## config.mk

```make
export PLATFORM = sky130hd
export DESIGN_NAME = pic_in_service
export DESIGN_NICKNAME = d
export VERILOG_FILES = /design/src/rtl/pic_in_service_pkg.sv /design/src/rtl/pic_in_service_priority_encoder.sv /design/src/rtl/pic_in_service.sv
export SDC_FILE = /design/constraint.sdc
export NUM_CORES = 1
export LEC_CHECK = 0
export CORE_ASPECT_RATIO = 1.75
export CORE_MARGIN = 5
export CORE_UTILIZATION = 50
export CTS_BUF_LIST = sky130_fd_sc_hd__clkbuf_8
export CTS_CLUSTER_SIZE = 24
export DETAILED_ROUTE_END_ITERATION = 8
export PLACE_DENSITY = 0.74
export REMOVE_ABC_BUFFERS = 1
export SYNTH_ARGS = -nofsm -noshare
export SYNTH_HDL_FRONTEND = slang
export SYNTH_HIERARCHICAL = 1
export SYNTH_SLANG_ARGS = --single-unit
```

## constraint.sdc

```tcl
create_clock -name clock -period 3.8 [get_ports clock]
set_input_delay 0.57 -clock clock [delete_from_list [all_inputs] [get_ports clock]]
set_output_delay 0.57 -clock clock [all_outputs]
set_load 0.02 [all_outputs]
```

## src/rtl/pic_in_service_pkg.sv

```systemverilog
// Shared definitions for the PIC in-service tracking block.
package pic_in_service_pkg;

    // Default number of request lines / ISR bits (bit 0 = highest priority).
    localparam int unsigned NUM_IRQ_DEFAULT = 8;

    // Width of an index into an n-bit request vector; never narrower than one bit.
    function automatic int unsigned idx_width(input int unsigned n);
        return (n > 1) ? $clog2(n) : 1;
    endfunction

endpackage

```

## src/rtl/pic_in_service_priority_encoder.sv

```systemverilog
// Lowest-set-bit finder: reports the index of the lowest-numbered set bit and whether any is set.
module pic_in_service_priority_encoder
    import pic_in_service_pkg::*;
#(
    parameter int unsigned N = NUM_IRQ_DEFAULT,
    localparam int unsigned IdxW = idx_width(N)
) (
    input  logic [N-1:0]    vec,
    output logic [IdxW-1:0] index,
    output logic            valid
);

    // Scan from the top down so the last hit, the lowest index, wins.
    always_comb begin
        index = '0;
        valid = 1'b0;
        for (int i = int'(N) - 1; i >= 0; i--) begin
            if (vec[i]) begin
                index = IdxW'(i);
                valid = 1'b1;
            end
        end
    end

endmodule

```

## src/rtl/pic_in_service.sv

```systemverilog
// In-service register for an 8259A-style PIC in fully nested mode: latches request edges into a
// pending set, grants the highest-priority candidate when it outranks every in-service level,
// and retires the highest-priority in-service level on each non-specific EOI rising edge.
module pic_in_service
    import pic_in_service_pkg::*;
#(
    parameter int unsigned NUM_IRQ = NUM_IRQ_DEFAULT
) (
    input  logic               clock,
    input  logic               reset,
    input  logic [NUM_IRQ-1:0] interrupt_request,
    input  logic               end_of_interrupt,
    output logic [NUM_IRQ-1:0] in_service_interrupt
);

    localparam int unsigned IdxW = idx_width(NUM_IRQ);

    logic [NUM_IRQ-1:0] pending_q, pending_d;
    logic [NUM_IRQ-1:0] isr_q, isr_d;
    logic [NUM_IRQ-1:0] req_prev_q;
    logic               eoi_prev_q;

    logic [NUM_IRQ-1:0] req_edge;
    logic [NUM_IRQ-1:0] cand;
    logic               eoi_pulse;
    logic [NUM_IRQ-1:0] eoi_clear;
    logic [NUM_IRQ-1:0] isr_eff;
    logic               grant;
    logic [NUM_IRQ-1:0] grant_onehot;

    logic [IdxW-1:0]    isr_idx;
    logic               isr_valid;
    logic [IdxW-1:0]    cand_idx;
    logic               cand_valid;
    logic [IdxW-1:0]    eff_idx;
    logic               eff_valid;

    // Highest-priority level currently in service: the one a non-specific EOI retires.
    pic_in_service_priority_encoder #(
        .N(NUM_IRQ)
    ) u_isr_enc (
        .vec  (isr_q),
        .index(isr_idx),
        .valid(isr_valid)
    );

    // Highest-priority grant candidate.
    pic_in_service_priority_encoder #(
        .N(NUM_IRQ)
    ) u_cand_enc (
        .vec  (cand),
        .index(cand_idx),
        .valid(cand_valid)
    );

    // Highest-priority level still in service after this cycle's EOI.
    pic_in_service_priority_encoder #(
        .N(NUM_IRQ)
    ) u_eff_enc (
        .vec  (isr_eff),
        .index(eff_idx),
        .valid(eff_valid)
    );

    // Edge detection, EOI retirement and the nested-mode grant decision.
    always_comb begin
        req_edge     = interrupt_request & ~req_prev_q;
        cand         = pending_q | req_edge;
        eoi_pulse    = end_of_interrupt & ~eoi_prev_q;
        eoi_clear    = '0;
        if (eoi_pulse && isr_valid) begin
            eoi_clear = NUM_IRQ'(1) << isr_idx;
        end
        // EOI takes effect before the grant so a retired level can be replaced at the same edge.
        isr_eff      = isr_q & ~eoi_clear;
        // Grant only when the candidate strictly outranks every remaining in-service level.
        grant        = cand_valid && (!eff_valid || (cand_idx < eff_idx));
        grant_onehot = '0;
        if (grant) begin
            grant_onehot = NUM_IRQ'(1) << cand_idx;
        end
        isr_d        = isr_eff | grant_onehot;
        pending_d    = cand & ~grant_onehot;
    end

    // State registers with synchronous active-high reset.
    always_ff @(posedge clock) begin
        if (reset) begin
            pending_q  <= '0;
            isr_q      <= '0;
            req_prev_q <= '0;
            eoi_prev_q <= 1'b0;
        end else begin
            pending_q  <= pending_d;
            isr_q      <= isr_d;
            req_prev_q <= interrupt_request;
            eoi_prev_q <= end_of_interrupt;
        end
    end

    assign in_service_interrupt = isr_q;

endmodule

```

==> results.cfg <==
[outcome]
status = completed

[floorplanning]
dieHeight_um = 79.6
rows = 25
core_area_um2 = 2690
ios = 19
initial_core_util_pct = 51.5
die_area_um2 = 3960
die_w_um = 49.8

[detailed_routing]
dr_wl_met2_um = 1700
totalWireLength_um = 3310
drt-met1-wl_um = 1220
vias = 1247
highest_layer = met4
wire_per_inst_um = 16.3
ant_nets = 0
routed_via_density = 6.14
first_pass_iters = 4
drtIter0Drc = 20
drc = 0
met3_length_um = 142

[placed_design]
portBuffers = 18
hpwl_um = 2530
post_dp_cell_area_um2 = 1610
globalplace.congestion = 0.918
placedCellCount = 199

[sta]
clock.fmax_mhz = 295
fin_crit_sh_pct = 89.2
fin_skew_ps = 4.53
setup_viol = 0
slew-limit-headroom_pct = 52.1
setup_tns_ps = 0
period_needed_ps = 3390
slew_violations = 0
hold_violations = 0
worstMarginPinSlew_ps = 716
rsz0062_at_grt = false

[final_layout]
final_common_cell = dfxtp_1
areaGrowthSynthToFinish_pct = 19.7
fillers = 241
diodes = 0
drive_gt1_share_pct = 11.9
fin_cells = 203
fin_area_um2 = 1660
final_nets = 190
final_cell_mix = dfxtp_1 (25), clkdlybuf4s50_1 (18), inv_1 (17)

[yosys]
synth_area_um2 = 1390
ys_seq_area_share_pct = 36.1
synth-main-ff-cell = dfxtp_1
ys_types = 35
synth_edf_count = 0
yosys_register_bits = 25
synthArstFlopShare_pct = 0
yosys_warnings = 6
synth.avg_cell_area_um2 = 8.99
syn_inst = 154

[clock_network]
ctsHoldBuffers = 0
htree_levels = 1
cts_buffers = 3
cts-root-buf = clkbuf_8
clockBufferDepth = 2
cts.sinks = 25
insertion_delay_ps = 270
cts_setup_buffers = 0
cts_resized = 0
cts_tree = yes
clkTransAtPathRegs_ps = 90

[setup_path]
required_ps = 3970
cp-end-kind = register
reg2reg_slack_ps = 410
crit_path_max_fanout = 7
worst_setup_path_start_kind = register
critical_path_arrival_ps = 3560
worst-setup-path-type = reg2reg

[pwr]
totalPowerFinal_mw = 0.933
vdd_drop_max_v = 0.000351
power_leakage_nw = 0.681
cellPowerDensity_nw_per_um2 = 563

[global_routing]
grt_pass1_wl_um = 5700
grt_use_total_pct = 18.1
antenna_found_initial = 0
grt_max_degree = 19
grt_pass1_vias = 1332
grt-ovfl-total = 0

[min_path]
hold_class = reg2reg

[run]
cap_violations = 0
[worst max-delay path, stage by stage (launching register included)]
cell and delay [ps]:
dfxtp_1 400, nor4_2 400, nor2b_1 270, nand4b_2 230, o31a_1 340, nor2_1 100
o21ai_0 130, a211oi_1 250, inv_1 60, ha_1 310, o211ai_2 290, nand4_1 260
and3_1 260
[logic make-up (layout without fill, tap and decap cells)]
family                   after synthesis  in the layout  share of synthesized area (%)
AND/OR/NAND/NOR                       55             55                           27.6
AO/OA/AOI/OAI                         50             50                           28.2
flip-flops                            25             25                           36.1
buffers and inverters                 22             44                           6.32
adder cells (fa/ha/maj)                2              2                           1.81
[path summary, 6_finish.rpt]
path / start / endpoint / cells after the start
worst max-delay path: in_service_interrupt[2] / pending_q[7] / 12
worst min-delay path: in_service_interrupt[3] / in_service_interrupt[3] / 2
worst max register to register: in_service_interrupt[2] / pending_q[7] / 12
worst min register to register: in_service_interrupt[3] / in_service_interrupt[3] / 2
[cell usage after synthesis (4+ instances only)]
master    number  area (um2)
dfxtp_1       25         500
inv_1         17        63.8
nor2b_1       16         100
a21o_1         8        60.1
a21oi_1        7        35.0
nor2_1         7        26.3
nand2_1        6        22.5
nand2b_1       6        37.5
o41ai_1        6        52.6
o21ai_1        5        25.0
and3_1         4        25.0
o311a_1        4        40.0
[power by group]
group	internal (mW)	switching (mW)
clock network	0.0742	0.0846
logic	0.186	0.263
registers	0.294	0.0311
total	0.555	0.378
[through the flow]
stage          utilization (%)  hold slack [ps]  setup WS (ps)
6_report                  61.6              581            409
5_1_grt                   61.6              624            211
4_1_cts                   61.6              582            477
3_5_place_dp              59.8              561            377
3_3_place_gp              59.8              562            484
2_1_floorplan                -              565            619
[cell type report]
| cell class | instances | area (um2) | area share (%) |
|---|---|---|---|
| Multi-Input combinational cell | 107 | 797 | 48.1 |
| Clock buffer | 3 | 41.3 | 2.49 |
| Tap cell | 27 | 33.8 | 2.04 |
| Sequential cell | 25 | 500 | 30.2 |
| Timing Repair Buffer | 22 | 210 | 12.7 |
| Clock inverter | 1 | 7.51 | 0.453 |
| Inverter | 18 | 67.6 | 4.08 |
[state kept, by name, indices dropped and copies added (netlist names)]
signal and flops:
req_prev_q 8, pending_q 8, in_service_interrupt 8, eoi_prev_q 1
[layer usage]
layer  track usage (%)  up-vias
met5                 0        -
met4              14.2        0
met3              3.18       23
met2              31.9       47
met1              17.9      575
li1                  -      602
No activity file was read; power rests on OpenSTA's default activity.
